**config.mk**
```make
export PLATFORM = sky130hd
export DESIGN_NAME = collision_detector_flat
export DESIGN_NICKNAME = d
export VERILOG_FILES = /design/src/rtl/stg_pkg.sv /design/src/rtl/collision_detector_if.sv /design/src/rtl/hit_compare.sv /design/src/rtl/collision_detector.sv /design/src/flat_wrapper.sv
export SDC_FILE = /design/constraint.sdc
export NUM_CORES = 1
export LEC_CHECK = 0
export CAP_MARGIN = 40
export CORE_ASPECT_RATIO = 0.7
export CORE_UTILIZATION = 50
export CTS_BUF_LIST = sky130_fd_sc_hd__clkbuf_4 sky130_fd_sc_hd__clkbuf_8 sky130_fd_sc_hd__clkbuf_16
export CTS_CLUSTER_SIZE = 14
export DETAILED_ROUTE_END_ITERATION = 8
export PLACE_DENSITY = 0.86
export SLEW_MARGIN = 20
export SYNTH_ARGS = -nofsm -noshare
export SYNTH_HDL_FRONTEND = slang
export SYNTH_SLANG_ARGS = --single-unit
```
**constraint.sdc**
```tcl
create_clock -name clk -period 7.7 [get_ports clk]
set_input_delay 1.54 -clock clk [delete_from_list [all_inputs] [get_ports clk]]
set_output_delay 1.54 -clock clk [all_outputs]
set_load 0.005 [all_outputs]
```
**src/rtl/stg_pkg.sv**
```systemverilog
`default_nettype none
// +------------------------------------------------------------------+
// | stg_pkg                                                          |
// | Shared game-state encodings, coordinate width, bullet entry.     |
// | Revision: 1.0                                                    |
// +------------------------------------------------------------------+
package stg_pkg;

   typedef enum logic [3:0] {
      GS_INITIAL   = 4'b0000,
      GS_START     = 4'b0001,
      GS_PLAY      = 4'b0010,
      GS_COLLISION = 4'b1010,
      GS_BOMB      = 4'b0110,
      GS_GAMEOVER  = 4'b1001
   } game_state_e;

   localparam int c_COORD_W = 10;

   typedef struct packed {
      logic                 active;
      logic [c_COORD_W-1:0] x;
      logic [c_COORD_W-1:0] y;
   } bullet_entry_t;

   typedef enum logic [1:0] {
      ST_IDLE  = 2'd0,
      ST_SCAN  = 2'd1,
      ST_DRAIN = 2'd2
   } scan_state_e;

endpackage
`default_nettype wire

```
**src/rtl/collision_detector_if.sv**
```systemverilog
`default_nettype none
// +------------------------------------------------------------------+
// | collision_detector_if                                            |
// | Synchronous-read port into the enemy-bullet table.               |
// | Revision: 1.0                                                    |
// +------------------------------------------------------------------+
interface collision_detector_if
   import stg_pkg::*;
#(
   parameter int N_BULLETS = 16,
   parameter int COORD_W   = c_COORD_W
) ();
   localparam int c_ADDR_W = $clog2(N_BULLETS);

   logic                bul_rd_en;
   logic [c_ADDR_W-1:0] bul_addr;
   logic                bul_active;
   logic [COORD_W-1:0]  bul_x;
   logic [COORD_W-1:0]  bul_y;

   modport master (
      output bul_rd_en, bul_addr,
      input  bul_active, bul_x, bul_y
   );

   modport slave (
      input  bul_rd_en, bul_addr,
      output bul_active, bul_x, bul_y
   );
endinterface
`default_nettype wire

```
**src/rtl/hit_compare.sv**
```systemverilog
`default_nettype none
// +------------------------------------------------------------------+
// | hit_compare                                                      |
// | Square hitbox window test on two unsigned points.                |
// | Revision: 1.0                                                    |
// +------------------------------------------------------------------+
module hit_compare
   import stg_pkg::*;
#(
   parameter int COORD_W = c_COORD_W,
   parameter int HIT_R   = 4
) (
   input  wire logic [COORD_W-1:0] i_ax,
   input  wire logic [COORD_W-1:0] i_ay,
   input  wire logic [COORD_W-1:0] i_bx,
   input  wire logic [COORD_W-1:0] i_by,
   output logic                    o_hit
);
   localparam logic [COORD_W:0] c_HIT_R = (COORD_W+1)'(HIT_R);

   logic [COORD_W:0] w_dx;
   logic [COORD_W:0] w_dy;
   logic [COORD_W:0] w_adx;
   logic [COORD_W:0] w_ady;

   // One extra bit keeps the signed difference exact, so far-apart points never alias
   always_comb begin
      w_dx  = {1'b0, i_ax} - {1'b0, i_bx};
      w_dy  = {1'b0, i_ay} - {1'b0, i_by};
      w_adx = w_dx[COORD_W] ? -w_dx : w_dx;
      w_ady = w_dy[COORD_W] ? -w_dy : w_dy;
      o_hit = (w_adx <= c_HIT_R) && (w_ady <= c_HIT_R);
   end
endmodule
`default_nettype wire

```
**src/rtl/collision_detector.sv**
```systemverilog
`default_nettype none
// +------------------------------------------------------------------+
// | collision_detector                                               |
// | Per-frame scan of the bullet table against the player hitbox.    |
// | Revision: 1.0                                                    |
// +------------------------------------------------------------------+
module collision_detector
   import stg_pkg::*;
#(
   parameter int N_BULLETS = 16,
   parameter int COORD_W   = c_COORD_W,
   parameter int HIT_R     = 4,
   localparam int c_ADDR_W = $clog2(N_BULLETS)
) (
   input  wire logic                clk,
   input  wire logic                hard_reset,
   input  wire logic                frame_start,
   input  wire logic [3:0]          game_state,
   input  wire logic [COORD_W-1:0]  player_x,
   input  wire logic [COORD_W-1:0]  player_y,
   collision_detector_if.master     bul,
   output logic                     collision,
   output logic [c_ADDR_W-1:0]      hit_index,
   output logic                     busy,
   output logic                     scan_done,
   output logic                     overrun
);
   localparam logic [c_ADDR_W-1:0] c_LAST_ADDR = c_ADDR_W'(N_BULLETS - 1);

   scan_state_e         r_state;
   logic [c_ADDR_W-1:0] r_addr;
   logic                r_rd_en;
   logic                r_cmp_valid;
   logic [c_ADDR_W-1:0] r_cmp_idx;
   logic [COORD_W-1:0]  r_px;
   logic [COORD_W-1:0]  r_py;
   logic                r_collision;
   logic [c_ADDR_W-1:0] r_hit_index;
   logic                r_busy;
   logic                r_scan_done;
   logic                r_overrun;

   logic w_play;
   logic w_window;
   logic w_hit;

   assign w_play = (game_state == GS_PLAY);

   hit_compare #(
      .COORD_W (COORD_W),
      .HIT_R   (HIT_R)
   ) u_hit_compare (
      .i_ax  (bul.bul_x),
      .i_ay  (bul.bul_y),
      .i_bx  (r_px),
      .i_by  (r_py),
      .o_hit (w_window)
   );

   // Compare only the cycle after a read was issued and kept
   assign w_hit = r_cmp_valid && bul.bul_active && w_window;

   always_ff @(posedge clk) begin
      if (hard_reset) begin
         r_state     <= ST_IDLE;
         r_addr      <= '0;
         r_rd_en     <= 1'b0;
         r_cmp_valid <= 1'b0;
         r_cmp_idx   <= '0;
         r_px        <= '0;
         r_py        <= '0;
         r_collision <= 1'b0;
         r_hit_index <= '0;
         r_busy      <= 1'b0;
         r_scan_done <= 1'b0;
         r_overrun   <= 1'b0;
      end else begin
         r_collision <= 1'b0;
         r_scan_done <= 1'b0;
         r_cmp_valid <= r_rd_en;
         r_cmp_idx   <= r_addr;
         if (frame_start && r_busy) begin
            r_overrun <= 1'b1;
         end
         case (r_state)
            ST_IDLE: begin
               if (frame_start && w_play) begin
                  r_px    <= player_x;
                  r_py    <= player_y;
                  r_addr  <= '0;
                  r_rd_en <= 1'b1;
                  r_busy  <= 1'b1;
                  r_state <= ST_SCAN;
               end
            end
            ST_SCAN, ST_DRAIN: begin
               // Leaving PLAY wins over a same-cycle hit
               if (!w_play) begin
                  r_rd_en     <= 1'b0;
                  r_cmp_valid <= 1'b0;
                  r_busy      <= 1'b0;
                  r_state     <= ST_IDLE;
               end else if (w_hit) begin
                  r_collision <= 1'b1;
                  r_scan_done <= 1'b1;
                  r_hit_index <= r_cmp_idx;
                  r_rd_en     <= 1'b0;
                  r_cmp_valid <= 1'b0;
                  r_busy      <= 1'b0;
                  r_state     <= ST_IDLE;
               end else if (r_state == ST_DRAIN) begin
                  r_scan_done <= 1'b1;
                  r_busy      <= 1'b0;
                  r_state     <= ST_IDLE;
               end else if (r_addr == c_LAST_ADDR) begin
                  r_rd_en <= 1'b0;
                  r_state <= ST_DRAIN;
               end else begin
                  r_addr <= r_addr + c_ADDR_W'(1);
               end
            end
            default: begin
               r_rd_en <= 1'b0;
               r_busy  <= 1'b0;
               r_state <= ST_IDLE;
            end
         endcase
      end
   end

   assign bul.bul_rd_en = r_rd_en;
   assign bul.bul_addr  = r_addr;
   assign collision     = r_collision;
   assign hit_index     = r_hit_index;
   assign busy          = r_busy;
   assign scan_done     = r_scan_done;
   assign overrun       = r_overrun;
endmodule
`default_nettype wire

```
**src/flat_wrapper.sv**
```systemverilog
// flat-port wrapper written by rule: the top's interface ports become plain ports
module collision_detector_flat import stg_pkg::*;
#(
   parameter int N_BULLETS = 16,
   parameter int COORD_W   = c_COORD_W,
   parameter int HIT_R     = 4,
   localparam int c_ADDR_W = $clog2(N_BULLETS)
)
  (clk, hard_reset, frame_start, game_state, player_x, player_y, collision, hit_index, busy, scan_done, overrun, bul_bul_rd_en, bul_bul_addr, bul_bul_active, bul_bul_x, bul_bul_y);
  collision_detector_if #(.N_BULLETS(N_BULLETS), .COORD_W(COORD_W)) bul_i ();
  input  wire logic clk;
  input  wire logic hard_reset;
  input  wire logic frame_start;
  input  wire logic [3:0] game_state;
  input  wire logic [COORD_W-1:0] player_x;
  input  wire logic [COORD_W-1:0] player_y;
  output logic collision;
  output logic [c_ADDR_W-1:0] hit_index;
  output logic busy;
  output logic scan_done;
  output logic overrun;
  output wire logic [$bits(bul_i.bul_rd_en)-1:0] bul_bul_rd_en;
  output wire logic [$bits(bul_i.bul_addr)-1:0] bul_bul_addr;
  input wire logic [$bits(bul_i.bul_active)-1:0] bul_bul_active;
  input wire logic [$bits(bul_i.bul_x)-1:0] bul_bul_x;
  input wire logic [$bits(bul_i.bul_y)-1:0] bul_bul_y;
  assign bul_bul_rd_en = bul_i.bul_rd_en;
  assign bul_bul_addr = bul_i.bul_addr;
  assign bul_i.bul_active = bul_bul_active;
  assign bul_i.bul_x = bul_bul_x;
  assign bul_i.bul_y = bul_bul_y;
  collision_detector #(.N_BULLETS(N_BULLETS), .COORD_W(COORD_W), .HIT_R(HIT_R)) u_core (.clk(clk), .hard_reset(hard_reset), .frame_start(frame_start), .game_state(game_state), .player_x(player_x), .player_y(player_y), .bul(bul_i), .collision(collision), .hit_index(hit_index), .busy(busy), .scan_done(scan_done), .overrun(overrun));
endmodule
```
==> impl_results.md <==
- Synth-to-layout area growth: 21.38%
- Largest net degree at the start of global routing: between 40 and 50
- Post-synthesis async set-or-reset flop share: 0%
- Register area: between 800 and 900 um2
- Simple-gate share of the synthesized area: between 20% and 30%
- Root buffer cell: clkbuf_8
- Power Density: between 100 and 150 nW/um2
- Starting Density: around 52%
- CTS tree: done
- Top delay family on crit path: compound AO/OA/AOI/OAI gates
- Synth Area in Adders: about a tenth
- Reg clk slew, reported paths: about 0.080 ns
- Seq/Total Area, Yosys: between 20% and 30%
- GRT Overall Usage: between 20% and 30%
- Cell mode on critical path: inv_1
- Share of post-route cells with drive strength above 1: 7.863%
- Die area: about 7400 um2
- Via-to-Cell Ratio: 6.002
- Crit-path max cell delay: around 0.69 ns
- First-pass GRT wire length: between 10 and 15 mm
- Vias in the first global route: 3125
- Cts repair resizes: 0
- Unique masters post-synth: 84
- EDFF count, synth: 0
- Area taken by multi-input logic gates: 2511 um2
- Status: finished, final reports clean
- Post-synth net total: about 520
- I/O pins: 61
- Critical path endpoint category: register
- Slew @ Worst Pin: ~0.84 ns
- Static Leak: between 0.0015 and 0.002 uW
- Drt pass-1 iters: 4
- Final wirelength: approximately 9 mm
- Max-cap violations: 0
- Final hold violations: 0
- Final Wtd Congestion: around 0.93
- Yosys reg bits: 40
- Chip Height: about 72 um
- Main combinational cell family by area after synthesis: compound AO/OA/AOI/OAI gates
- Post-synthesis mux area share: less than 1%
- Die W: 102.6 um
- CTS Hold Bufs: 0
- CP Launch Type: primary input
- RSZ-0062 raised after global routing: no
- DRC viols: 0
- # clock sinks: 40
- Setup CP Type: in2reg
- Max FO, Critical Path: 16
- Syn avg cell area: 7.939 um2
- Final global-route overflow total: 0
- HPWL Detailed: ~7.1 mm
- Routed Antenna Nets: 0
- Final Skew: 0.009636 ns
- Cells along the critical path: clkdlybuf4s50_1 > inv_1 > ha_1 > inv_1 > fa_1 > a211oi_2 > o21ai_1 > a21oi_1 > or3_1 > o2111ai_1 > nor4_1 > nand4_2 > nor4_4 > buf_6 > o311ai_1 > a31oi_1
- TNS Setup: 0 ns
- Port Buffers: 60
- H-tree depth: 2
- Xor/xnor share of the synthesized area: under 10%
- CP Buf/Inv Count: 4
- CTS Buffer Depth: 2
- Wire length per cell: roughly 16 um
- Post-route minimum period: 5.688 ns
- Worst slew margin: 44.10%
- Setup bufs post-CTS: 0
- VDD IR max: ~0.11 mV
- Synthesis Warnings: 0
- Slew Limit Fails: 0
- Synth Flop Type: dfxtp_1
- Final setup fails: 0
- Tcrit/Tclk final: about three quarters
- Antenna Diode Count: 0
- Core Box Area: about 6800 um2
- Peak Freq: about 180 MHz
- Worst path slowest cell: a21oi_1
- Worst min path class: reg2reg
- # fillers: between 500 and 600
- Antenna violations before repair: 0
- Worst-skew pair later-pin latency: 0.30 ns
- Post-synthesis cell area: about 3500 um2
- CP required: about 8 ns
- Rows: 25
- CTS buffer count: 5
- Arr. time, crit path: roughly 5.9 ns
- Synth Instances: around 450
- Iteration-0 DRC Markers: about 170
- Compound-gate portion of the synthesized area: a little over a quarter
- Via count: between 3k and 4k
- End-of-flow core utilization: between 60% and 70%
- Nets: 570
[cell usage after synthesis, types with 7 or more instances]
cell	n	area share, %
xnor2_1	15	3.7
a21oi_1	35	4.9
nand2b_1	10	1.8
dfxtp_1	40	23
nand2_1	60	6.4
clkbuf_1	10	1.1
nor2_1	22	2.3
nand3_1	14	2.0
a211oi_1	7	1.5
and3_1	12	2.1
o21ai_0	9	1.3
nor3_1	15	2.1
ha_1	25	8.8
inv_1	32	3.4
[path summary, 6_finish.rpt]
check / startpoint / end / slack [ns] / depth (start not counted)
min reg2reg: u_core.r_px[4]$_SDFFE_PP0P_ / u_core.r_px[4]$_SDFFE_PP0P_ / 0.46 / 2
min: u_core.r_px[4]$_SDFFE_PP0P_ / u_core.r_px[4]$_SDFFE_PP0P_ / 0.46 / 2
max reg2reg: u_core.r_px[0]$_SDFFE_PP0P_ / u_core.bul.bul_addr[2]$_SDFFE_PP0P_ / 3.36 / 14
max: bul_bul_x[0] / u_core.bul.bul_addr[2]$_SDFFE_PP0P_ / 2.01 / 16
[stage by stage]
step	hold WS, ns	total power (uW)	std cells	setup WS, ns	area [um2]
after floorplan	0.4363	329.6	446	2.982	3541
after global placement	0.4444	375.4	581	1.770	4165
after detailed placement	0.4496	377.7	582	1.796	4177
after CTS	0.4609	558.4	590	2.120	4298
after global routing	0.4877	581.9	590	1.696	4298
final	0.4587	556.6	590	2.012	4298
[tightest hold or removal path, cell delays in order (launching register included)]
cell     delay, ns
dfxtp_1       0.31
nand2_1       0.05
a21oi_1       0.05
[routing by layer]
layer,vias to the layer above,share of wire [%],wire length (um),track usage [%]
li1,1726,-,-,-
met1,1675,48,4425,37.19
met2,127,45,4091,38.52
met3,13,6.1,562,3.276
met4,0,1.0,95,5.238
met5,-,0,0,0
[area by class of cell]
class                      count  share of cell area [%]
multi-input combinational    353                   58.43
sequential                    40                   18.63
timing repair buffer          63                   14.59
inverter                      32                   2.795
tap                           94                   2.737
clock buffer                   6                   1.921
clock inverter                 2                  0.9025
[cell families after synthesis]
kind of cell             after synthesis
multiplexers                           2
AND/OR/NAND/NOR                      176
XOR/XNOR                              24
buffers and inverters                 53
AO/OA/AOI/OAI                        124
adder cells (fa/ha/maj)               27
flip-flops                            40
[flip-flops by register name (all words and copies together), names as in the netlist]
register              cells
u_core.r_state            2
u_core.bul.bul_rd_en      1
u_core.overrun            1
u_core.busy               1
u_core.r_py              10
u_core.scan_done          1
u_core.hit_index          4
u_core.r_cmp_valid        1
u_core.r_px              10
u_core.r_cmp_idx          4
u_core.collision          1
u_core.bul.bul_addr       4
[placed cells by master (no fill, tap or decap), types with 6 or more instances in the layout]
cell type / synthesis / routed
nor3_1: 15 / 15
a31oi_1: 6 / 6
nor4_1: 6 / 6
dfxtp_1: 40 / 40
nor2b_1: 6 / 6
and3_1: 12 / 12
xor2_1: 6 / 6
nor2_1: 22 / 22
nand2b_1: 10 / 10
o21ai_0: 9 / 9
a211oi_1: 7 / 7
clkdlybuf4s50_1: 0 / 60
nand2_1: 60 / 60
ha_1: 25 / 25
nand3_1: 14 / 14
xnor2_1: 15 / 15
inv_1: 32 / 32
clkbuf_8: 0 / 6
a21oi_1: 35 / 35
[power by group]
part / total, uW / leakage [uW] / internal [uW] / switching, uW
clock network: 180 / 0.0000614 / 106 / 74.5
registers: 209 / 0.000323 / 208 / 1.06
logic: 167 / 0.00115 / 76.6 / 90.0
(Power assumes the default switching activity.)
